===== src/rtl/pipe_pkg.sv =====
// Shared types and default vectors for the pipelined datapath.
// Used by the fetch-stage program-counter unit.
package pipe_pkg;

  typedef enum logic {
    RUN    = 1'b0,
    HALTED = 1'b1
  } pc_state_t;

  localparam logic [15:0] RESET_VEC_D = 16'h0000;
  localparam logic [15:0] TRAP_VEC_D  = 16'h0100;

endpackage


===== src/rtl/pc_redirect_sel.sv =====
// Combinational redirect priority and alignment check for the PC unit.
// A fresh branch beats a fresh jump; a fresh redirect beats a buffered one.
module pc_redirect_sel #(
  parameter int WIDTH = 16,
  parameter int STEP  = 2
) (
  input  logic             br_taken,
  input  logic [WIDTH-1:0] br_target,
  input  logic             jmp_taken,
  input  logic [WIDTH-1:0] jmp_target,
  input  logic             pend_vld,
  input  logic             pend_br,
  input  logic [WIDTH-1:0] pend_tgt,
  output logic             new_vld,
  output logic             new_is_br,
  output logic [WIDTH-1:0] new_tgt,
  output logic             capture,
  output logic             load_vld,
  output logic [WIDTH-1:0] load_tgt,
  output logic             load_misalign
);

  localparam logic [WIDTH-1:0] MASK = WIDTH'(STEP - 1);

  assign new_vld   = br_taken | jmp_taken;
  assign new_is_br = br_taken;
  assign new_tgt   = br_taken ? br_target : jmp_target;

  // A younger jump must not displace a branch already waiting out a stall.
  assign capture = new_vld && !(pend_vld && pend_br && !br_taken);

  assign load_vld      = new_vld | pend_vld;
  assign load_tgt      = new_vld ? new_tgt : pend_tgt;
  assign load_misalign = load_vld && ((load_tgt & MASK) != '0);

endmodule


===== src/rtl/pc_unit.sv =====
// Fetch-stage program counter with prioritised redirects, a one-entry
// pending-redirect buffer for stalls, and a halt/resume state machine.
module pc_unit
  import pipe_pkg::*;
#(
  parameter int               WIDTH     = 16,
  parameter int               STEP      = 2,
  parameter logic [WIDTH-1:0] RESET_VEC = WIDTH'(RESET_VEC_D),
  parameter logic [WIDTH-1:0] TRAP_VEC  = WIDTH'(TRAP_VEC_D)
) (
  input  logic             clk,
  input  logic             rst,
  input  logic             stall,
  input  logic             halt_req,
  input  logic             resume,
  input  logic             trap,
  input  logic             br_taken,
  input  logic [WIDTH-1:0] br_target,
  input  logic             jmp_taken,
  input  logic [WIDTH-1:0] jmp_target,
  output logic [WIDTH-1:0] pc,
  output logic [WIDTH-1:0] pc_prev,
  output logic [WIDTH-1:0] pc_seq,
  output logic             pc_valid,
  output logic             halted,
  output logic             misalign
);

  pc_state_t        state_reg, state_next;
  logic [WIDTH-1:0] pc_reg, pc_next;
  logic [WIDTH-1:0] pc_prev_reg, pc_prev_next;
  logic             pend_vld_reg, pend_vld_next;
  logic             pend_br_reg, pend_br_next;
  logic [WIDTH-1:0] pend_tgt_reg, pend_tgt_next;
  logic             misalign_reg, misalign_next;
  logic             started_reg, started_next;

  logic             new_vld;
  logic             new_is_br;
  logic [WIDTH-1:0] new_tgt;
  logic             capture;
  logic             load_vld;
  logic [WIDTH-1:0] load_tgt;
  logic             load_misalign;

  pc_redirect_sel #(
    .WIDTH(WIDTH),
    .STEP (STEP)
  ) u_sel (
    .br_taken     (br_taken),
    .br_target    (br_target),
    .jmp_taken    (jmp_taken),
    .jmp_target   (jmp_target),
    .pend_vld     (pend_vld_reg),
    .pend_br      (pend_br_reg),
    .pend_tgt     (pend_tgt_reg),
    .new_vld      (new_vld),
    .new_is_br    (new_is_br),
    .new_tgt      (new_tgt),
    .capture      (capture),
    .load_vld     (load_vld),
    .load_tgt     (load_tgt),
    .load_misalign(load_misalign)
  );

  always_ff @(posedge clk or negedge rst) begin
    if (!rst) begin
      state_reg    <= RUN;
      pc_reg       <= RESET_VEC;
      pc_prev_reg  <= RESET_VEC;
      pend_vld_reg <= 1'b0;
      pend_br_reg  <= 1'b0;
      pend_tgt_reg <= '0;
      misalign_reg <= 1'b0;
      started_reg  <= 1'b0;
    end else begin
      state_reg    <= state_next;
      pc_reg       <= pc_next;
      pc_prev_reg  <= pc_prev_next;
      pend_vld_reg <= pend_vld_next;
      pend_br_reg  <= pend_br_next;
      pend_tgt_reg <= pend_tgt_next;
      misalign_reg <= misalign_next;
      started_reg  <= started_next;
    end
  end

  always_comb begin
    state_next    = state_reg;
    pc_next       = pc_reg;
    pend_vld_next = pend_vld_reg;
    pend_br_next  = pend_br_reg;
    pend_tgt_next = pend_tgt_reg;
    misalign_next = misalign_reg;
    started_next  = started_reg;

    // The first edge after reset only arms fetch; the PC stays at the vector.
    if (!started_reg) begin
      started_next = 1'b1;
    end else begin
      unique case (state_reg)
        RUN: begin
          if (trap) begin
            pc_next       = TRAP_VEC;
            pend_vld_next = 1'b0;
          end else if (halt_req) begin
            state_next = HALTED;
          end else if (stall) begin
            if (capture) begin
              pend_vld_next = 1'b1;
              pend_br_next  = new_is_br;
              pend_tgt_next = new_tgt;
            end
          end else if (load_vld) begin
            pend_vld_next = 1'b0;
            if (load_misalign) begin
              pc_next       = TRAP_VEC;
              misalign_next = 1'b1;
            end else begin
              pc_next = load_tgt;
            end
          end else begin
            pc_next = pc_reg + WIDTH'(STEP);
          end
        end
        HALTED: begin
          if (trap) begin
            pc_next       = TRAP_VEC;
            state_next    = RUN;
            pend_vld_next = 1'b0;
          end else if (resume) begin
            state_next = RUN;
          end
        end
        default: state_next = RUN;
      endcase
    end

    pc_prev_next = (pc_next != pc_reg) ? pc_reg : pc_prev_reg;
  end

  assign pc       = pc_reg;
  assign pc_prev  = pc_prev_reg;
  assign pc_seq   = pc_reg + WIDTH'(STEP);
  assign pc_valid = started_reg && (state_reg == RUN);
  assign halted   = (state_reg == HALTED);
  assign misalign = misalign_reg;

endmodule


===== config.mk =====
export PLATFORM = sky130hd
export DESIGN_NAME = pc_unit
export DESIGN_NICKNAME = d
export VERILOG_FILES = /design/src/rtl/pipe_pkg.sv /design/src/rtl/pc_redirect_sel.sv /design/src/rtl/pc_unit.sv
export SDC_FILE = /design/constraint.sdc
export NUM_CORES = 1
export LEC_CHECK = 0
export CORE_UTILIZATION = 50
export DETAILED_ROUTE_END_ITERATION = 8
export PLACE_DENSITY = 0.91
export RECOVER_POWER = 100
export SETUP_SLACK_MARGIN = 0.05
export SLEW_MARGIN = 20
export SYNTH_ARGS = -nofsm -noshare
export SYNTH_HDL_FRONTEND = slang
export SYNTH_SLANG_ARGS = --single-unit

===== constraint.sdc =====
create_clock -name clk -period 2.9 [get_ports clk]
set_input_delay 0.58 -clock clk [delete_from_list [all_inputs] [get_ports clk]]
set_output_delay 0.58 -clock clk [all_outputs]
set_load 0.01 [all_outputs]

==> impl_metrics.env, run 1 <==
export IMPL_status="finished, violations left"
export IMPL_violations="capacitance limit, slew limit"
export IMPL_dieArea_mm2=0.00853
export IMPL_hp_class="flip-flop to flip-flop"
export IMPL_async_flop_share_pct=100
export IMPL_crit_path_start="jmp_taken"
export IMPL_clockBufferDepth=2
export IMPL_start_util_pct=52.3
export IMPL_yosysMostFrequentCell="nand2_1"
export IMPL_final_cell_area_mm2=0.00599
export IMPL_vias=4840
export IMPL_path_class="input pin to flip-flop"
export IMPL_min_from="misalign"
export IMPL_yosys_area_top_type_share_pct=32.5
export IMPL_grt_overflow_total=0
export IMPL_synth_edf_count=0
export IMPL_slew_headroom_pct=-15.8
export IMPL_rr_endpoint="pc_prev[6]"
export IMPL_cp_required_ns=3.12
export IMPL_detail_route_iter0_violations=387
export IMPL_drive_above_1_share_pct=26.1
export IMPL_reg2reg_depth=10
export IMPL_finalMaxSlewViolations=31
export IMPL_cts_hold_buf=0
export IMPL_cts_buffers=5
export IMPL_io_pins=91
export IMPL_n_fill_cell=577
export IMPL_netlist_area_mm2=0.00408
export IMPL_antenna_left=0
export IMPL_power_density_mw_per_mm2=409
export IMPL_syn_to_final_growth_pct=46.7
export IMPL_htree_levels=2
export IMPL_antenna_found_initial=0
export IMPL_rsz0062_at_grt="yes"
export IMPL_first_pass_iters=6
export IMPL_track_usage_pct=37.0
export IMPL_avgViaCountPerCell=6.27
export IMPL_p_leak_nw=2.67
export IMPL_skew_ns=0.00736
export IMPL_worstReg2RegStart="pc[4]"
export IMPL_post_dp_cell_area_mm2=0.00566
export IMPL_syn_area_per_cell_um2=8.18
export IMPL_wl_um=15600
export IMPL_grt_pass1_wl_um=24900
export IMPL_tightest_slew_ns=1.74
export IMPL_synthCells=499
export IMPL_cts_tree="done"
export IMPL_synth_nets=540
export IMPL_hold_depth=1
export IMPL_grt_pass1_vias=4908
export IMPL_synthFlopType="dfrtp_1"
export IMPL_path_delay_family="compound AO/OA/AOI/OAI gates"
export IMPL_fp_dieH_um=92.4
export IMPL_wl_per_cell_um=20.2
export IMPL_clock_fmax_mhz=351
export IMPL_register_area_mm2=0.00133
export IMPL_p_total_mw=2.45
export IMPL_yosys_area_top_type="dfrtp_1"
export IMPL_io_buffer_count=90
export IMPL_crit_path_max_fanout=8
export IMPL_slowest_stage="a2111o_1"
export IMPL_crit_path_end_kind="flip-flop"
export IMPL_hold_violations=0
export IMPL_multi_input_area_mm2=0.00257
export IMPL_reg2reg_slack_ns=0.14
export IMPL_clkTransAtPathRegs_ns=0.10
export IMPL_dp_hpwl_um=11400
export IMPL_crit_chain="clkdlybuf4s15_1 > buf_6 > nor2b_4 > o31ai_4 > a21oi_2 > a32oi_1 > a21oi_1 > a2111o_1 > buf_4 > o21a_4 > o211ai_1"
export IMPL_synth_top_cells_by_count="73 x nand2_1, 53 x dfrtp_1, 38 x nor2_1, 34 x o21ai_0, 29 x a21oi_1"
export IMPL_cp_num_buf_inv=3
export IMPL_cts_root_buf="clkbuf_8"
export IMPL_die_w_um=92.4
export IMPL_fin_crit_ns=2.85
export IMPL_gp_congestion=0.926
export IMPL_std_cell_rows=32
export IMPL_arrival_ns=3.07
export IMPL_maxCapViolCount=1
export IMPL_cts_sinks=53
export IMPL_insertion_delay_ns=0.31
export IMPL_crit_path_max_incr_delay_ns=0.51
export IMPL_hold_path_end="misalign"
export IMPL_yosysWarnings=0
export IMPL_drc=0
export IMPL_irDropWorstVdd_v=0.000263
export IMPL_diodes=0
export IMPL_post_route_period_util_pct=98.2
export IMPL_finalSetupViolations=0
export IMPL_coreArea_mm2=0.00781
export IMPL_ys_ff_latch=53
export IMPL_ys_types=74
export IMPL_nets=710
export IMPL_cp_start_kind="input pin"
export IMPL_synth_top_cells_by_area="dfrtp_1 32%, nand2_1 6.7%, o211ai_1 4.6%"
export IMPL_grt_max_degree=33
export IMPL_synth_seq_area_share_pct=32.5
layer usage:
metal	track usage, %	wire length [um]
met5	0	0
met2	65.7	7950
met3	3.78	1170
met1	45.7	5800
met4	15.0	671
cells in the final DEF, fill, tap and decap left out, types with 3 or more instances in the layout:
| cell type | n |
|---|---|
| buf_4 | 97 |
| nand2_1 | 73 |
| dfrtp_1 | 50 |
| clkdlybuf4s50_1 | 43 |
| nor2_1 | 37 |
| dlygate4sd3_1 | 34 |
| o21ai_0 | 32 |
| o211ai_1 | 29 |
| a21oi_1 | 22 |
| a31oi_1 | 16 |
| nand2b_1 | 13 |
| inv_1 | 12 |
| nor3_1 | 12 |
| mux2i_1 | 12 |
| clkbuf_1 | 11 |
| xnor2_1 | 9 |
| a21oi_2 | 8 |
| nand3_1 | 7 |
| clkbuf_8 | 7 |
| o211ai_2 | 6 |
| dlygate4sd2_1 | 6 |
| and3_1 | 5 |
| o21a_1 | 5 |
| nor2b_1 | 5 |
| a21o_1 | 5 |
| buf_6 | 5 |
| or3_1 | 4 |
| o21ai_1 | 4 |
| dlymetal6s2s_1 | 4 |
| nor3_4 | 3 |
| o22ai_2 | 3 |
| o22ai_1 | 3 |
| a211o_1 | 3 |
| a211oi_1 | 3 |
| dfrtp_2 | 3 |
| clkbuf_4 | 3 |
cells by family after synthesis:
logic type	count (synthesis)	share of synthesized area, %
buffers and inverters	59	7.69
flip-flops	53	32.5
adder cells (fa/ha/maj)	1	0.306
AO/OA/AOI/OAI	169	29.6
multiplexers	14	3.49
other	1	0.0918
XOR/XNOR	13	2.79
AND/OR/NAND/NOR	189	23.6
worst max-delay path by stage:
stage / cells after the start / to
floorplan: 12 / pc_prev[0]
global placement: 12 / pc_prev[12]
detailed placement: 12 / pc_prev[4]
CTS: 6 / pc_seq[13]
global route: 13 / pc_prev[13]
finish: 11 / pc_prev[6]
final cells by class:
cell class	instances	share of cell area (%)
Tap cell	102	2.13
Timing Repair Buffer	209	30.3
Sequential cell	53	22.2
Multi-Input combinational cell	388	42.9
Clock buffer	7	1.61
Inverter	12	0.752
Clock inverter	1	0.0836
worst register-to-register path: stages, from the launching register on:
cell	delay [ns]
dfrtp_1	0.59
nand3_4	0.22
nor3_1	0.37
buf_4	0.21
mux2i_1	0.07
a21o_1	0.20
o21ai_1	0.18
nand3_2	0.18
buf_4	0.18
o21a_4	0.25
o211ai_1	0.23
metrics by stage:
stage / setup slack (ns) / instances / utilization, % / TNS (ns) / hold WS [ns]
2_1_floorplan: 0.273 / 499 / - / 0 / 0.284
3_3_place_gp: -0.423 / 748 / 72.5 / -6.45 / 0.447
3_5_place_dp: -0.526 / 748 / 72.5 / -7.77 / 0.452
4_1_cts: 0.0257 / 764 / 76.2 / 0 / 0.281
5_1_grt: 0.0176 / 772 / 76.7 / 0 / 0.483
6_report: 0.0510 / 772 / 76.7 / 0 / 0.467
power by group:
| group | switching [mW] | internal (mW) |
|---|---|---|
| clock | 0.263 | 0.217 |
| combinational | 0.528 | 0.486 |
| sequential | 0.0908 | 0.864 |
| total | 0.882 | 1.57 |
repair_timing:
action / CTS / global route
pin swaps: 15 / 15
hold endpoints to repair: 0 / 0
resized for setup: 31 / 34
gates cloned: 2 / 0
buffers inserted: 6 / 8
endpoints found under the setup margin: 22 / 21
(Power assumes the default switching activity.)
==> run 2: changes to the inputs <==
- CTS_BUF_LIST: unset -> sky130_fd_sc_hd__clkbuf_8
==> results of run 2 <==
No change in the layout: final DEF, timing and power equal those of run 1.
==> run 3: changes to the inputs <==
- CORE_ASPECT_RATIO: unset -> 1.1
==> run 3 against run 2 <==
Compared with the run above:
- the run still ends with capacitance limit, slew limit left
- critical endpoint is now pc_prev[8]
- largest cell class unchanged
- clock power rose by 28%
- wire length shrank 4.2%
- sequential share of layout area increased by 0.52 points
- worst setup slack worse by 0.012 ns
- sequential power is essentially flat
==> impl_metrics.env, run 3 (same netlist as run 1, synthesis figures left out) <==
export IMPL_finalSetupViolations=0
export IMPL_p_total_mw=2.53
export IMPL_insertion_delay_ns=0.32
export IMPL_post_route_util_pct=73.9
export IMPL_fp_dieH_um=96.8
export IMPL_maxCapViolCount=1
export IMPL_cts_buffers=5
export IMPL_diodes=0
export IMPL_io_pins=91
export IMPL_fin_crit_ns=2.86
export IMPL_irDropWorstVdd_v=0.000307
export IMPL_place_ws_ns=-0.496
export IMPL_hp_class="flip-flop to flip-flop"
export IMPL_cts_tree="done"
export IMPL_setup_slack_ns=0.0386
export IMPL_crit_path_max_fanout=6
export IMPL_coreArea_mm2=0.00791
export IMPL_syn_to_final_growth_pct=43.2
export IMPL_post_dp_cell_area_mm2=0.00563
export IMPL_drc=0
export IMPL_clock_fmax_mhz=349
export IMPL_std_cell_rows=34
export IMPL_dp_hpwl_um=11300
export IMPL_wl_per_cell_um=19.6
export IMPL_skew_ns=0.00873
export IMPL_first_pass_iters=6
export IMPL_slew_headroom_pct=-3.30
export IMPL_antenna_found_initial=0
export IMPL_detail_route_iter0_violations=357
export IMPL_dieArea_mm2=0.00853
export IMPL_nets=693
export IMPL_crit_path_end_kind="flip-flop"
export IMPL_grt_pass1_vias=4789
export IMPL_final_cell_area_mm2=0.00585
export IMPL_setup_tns_ns=0
export IMPL_io_buffer_count=90
export IMPL_cts_root_buf="clkbuf_8"
export IMPL_finalMaxSlewViolations=26
export IMPL_final_common_cell="buf_4"
export IMPL_cts_hold_buf=0
export IMPL_avgViaCountPerCell=6.20
export IMPL_status="finished, violations left"
export IMPL_path_class="input pin to flip-flop"
export IMPL_start_util_pct=51.6
export IMPL_wl_um=14900
export IMPL_track_usage_pct=35.5
export IMPL_violations="capacitance limit, slew limit"
export IMPL_cp_start_kind="input pin"
export IMPL_grt_overflow_total=0
export IMPL_grt_pass1_wl_um=23600
export IMPL_die_w_um=88.2
export IMPL_gp_congestion=0.937
export IMPL_tightest_slew_ns=1.55
export IMPL_final_cells=761
export IMPL_htree_levels=2
export IMPL_power_density_mw_per_mm2=432
export IMPL_dp_cells=747
export IMPL_grt_max_degree=33
export IMPL_cts_sinks=53
export IMPL_antenna_left=0
export IMPL_cp_required_ns=3.08
export IMPL_drive_above_1_share_pct=23.3
export IMPL_rsz0062_at_grt="yes"
export IMPL_clkTransAtPathRegs_ns=0.10
export IMPL_holdWs_ns=0.478
export IMPL_arrival_ns=3.05
export IMPL_p_leak_nw=2.58
export IMPL_clockBufferDepth=2
export IMPL_post_route_period_util_pct=98.7
export IMPL_vias=4718
export IMPL_hold_violations=0
export IMPL_final_cell_mix="82 x buf_4, 71 x nand2_1, 51 x dfrtp_1"
[run 3: area by class of cell]
class	instances	area, um2
inverter	12	45.0
tap	108	135
clock buffer	5	68.8
timing repair buffer	192	1680
clock inverter	3	65.1
multi-input combinational	388	2530
fill	617	2060
sequential	53	1330
[run 3: power breakdown]
part / internal, mW / leakage (nW) / switching [mW]
sequential: 0.864 / 0.672 / 0.0943
combinational: 0.449 / 1.84 / 0.508
clock: 0.343 / 0.0681 / 0.270
total: 1.66 / 2.58 / 0.872
[run 3: path summary, 6_finish.rpt]
kind,start,to,slack [ns],cells past startpoint
max,stall,pc_prev[8],0.04,10
min,misalign,misalign,0.48,1
max reg2reg,pc[2],pc_prev[10],0.12,10
min reg2reg,misalign,misalign,0.48,1
max in group asynchronous,rst,pc[4],0.74,2
min in group asynchronous,rst,pc[10],0.63,1
[run 3: metal layers]
layer	vias to the layer above	GRT usage [%]	wire, um	part of all wire, %
met3	76	5.20	1050	7.0
met1	2228	41.3	5510	37
met4	0	20.8	697	4.7
met2	296	60.4	7680	51
li1	2118	-	-	-
met5	-	0	0	0
[run 3: critical path, cell delays in order]
cell	delay (ns)
clkdlybuf4s50_1	0.43
or3_4	0.40
nor2_4	0.21
o31ai_4	0.13
a21oi_2	0.15
o21ai_0	0.09
a2111o_1	0.48
buf_6	0.19
o211ai_1	0.24
o211ai_2	0.13
[run 3: what timing repair did]
action	in CTS	in global routing
resized for setup	20	24
buffers inserted	3	1
endpoints found under the setup margin	22	24
gates cloned	1	1
pin swaps	3	14
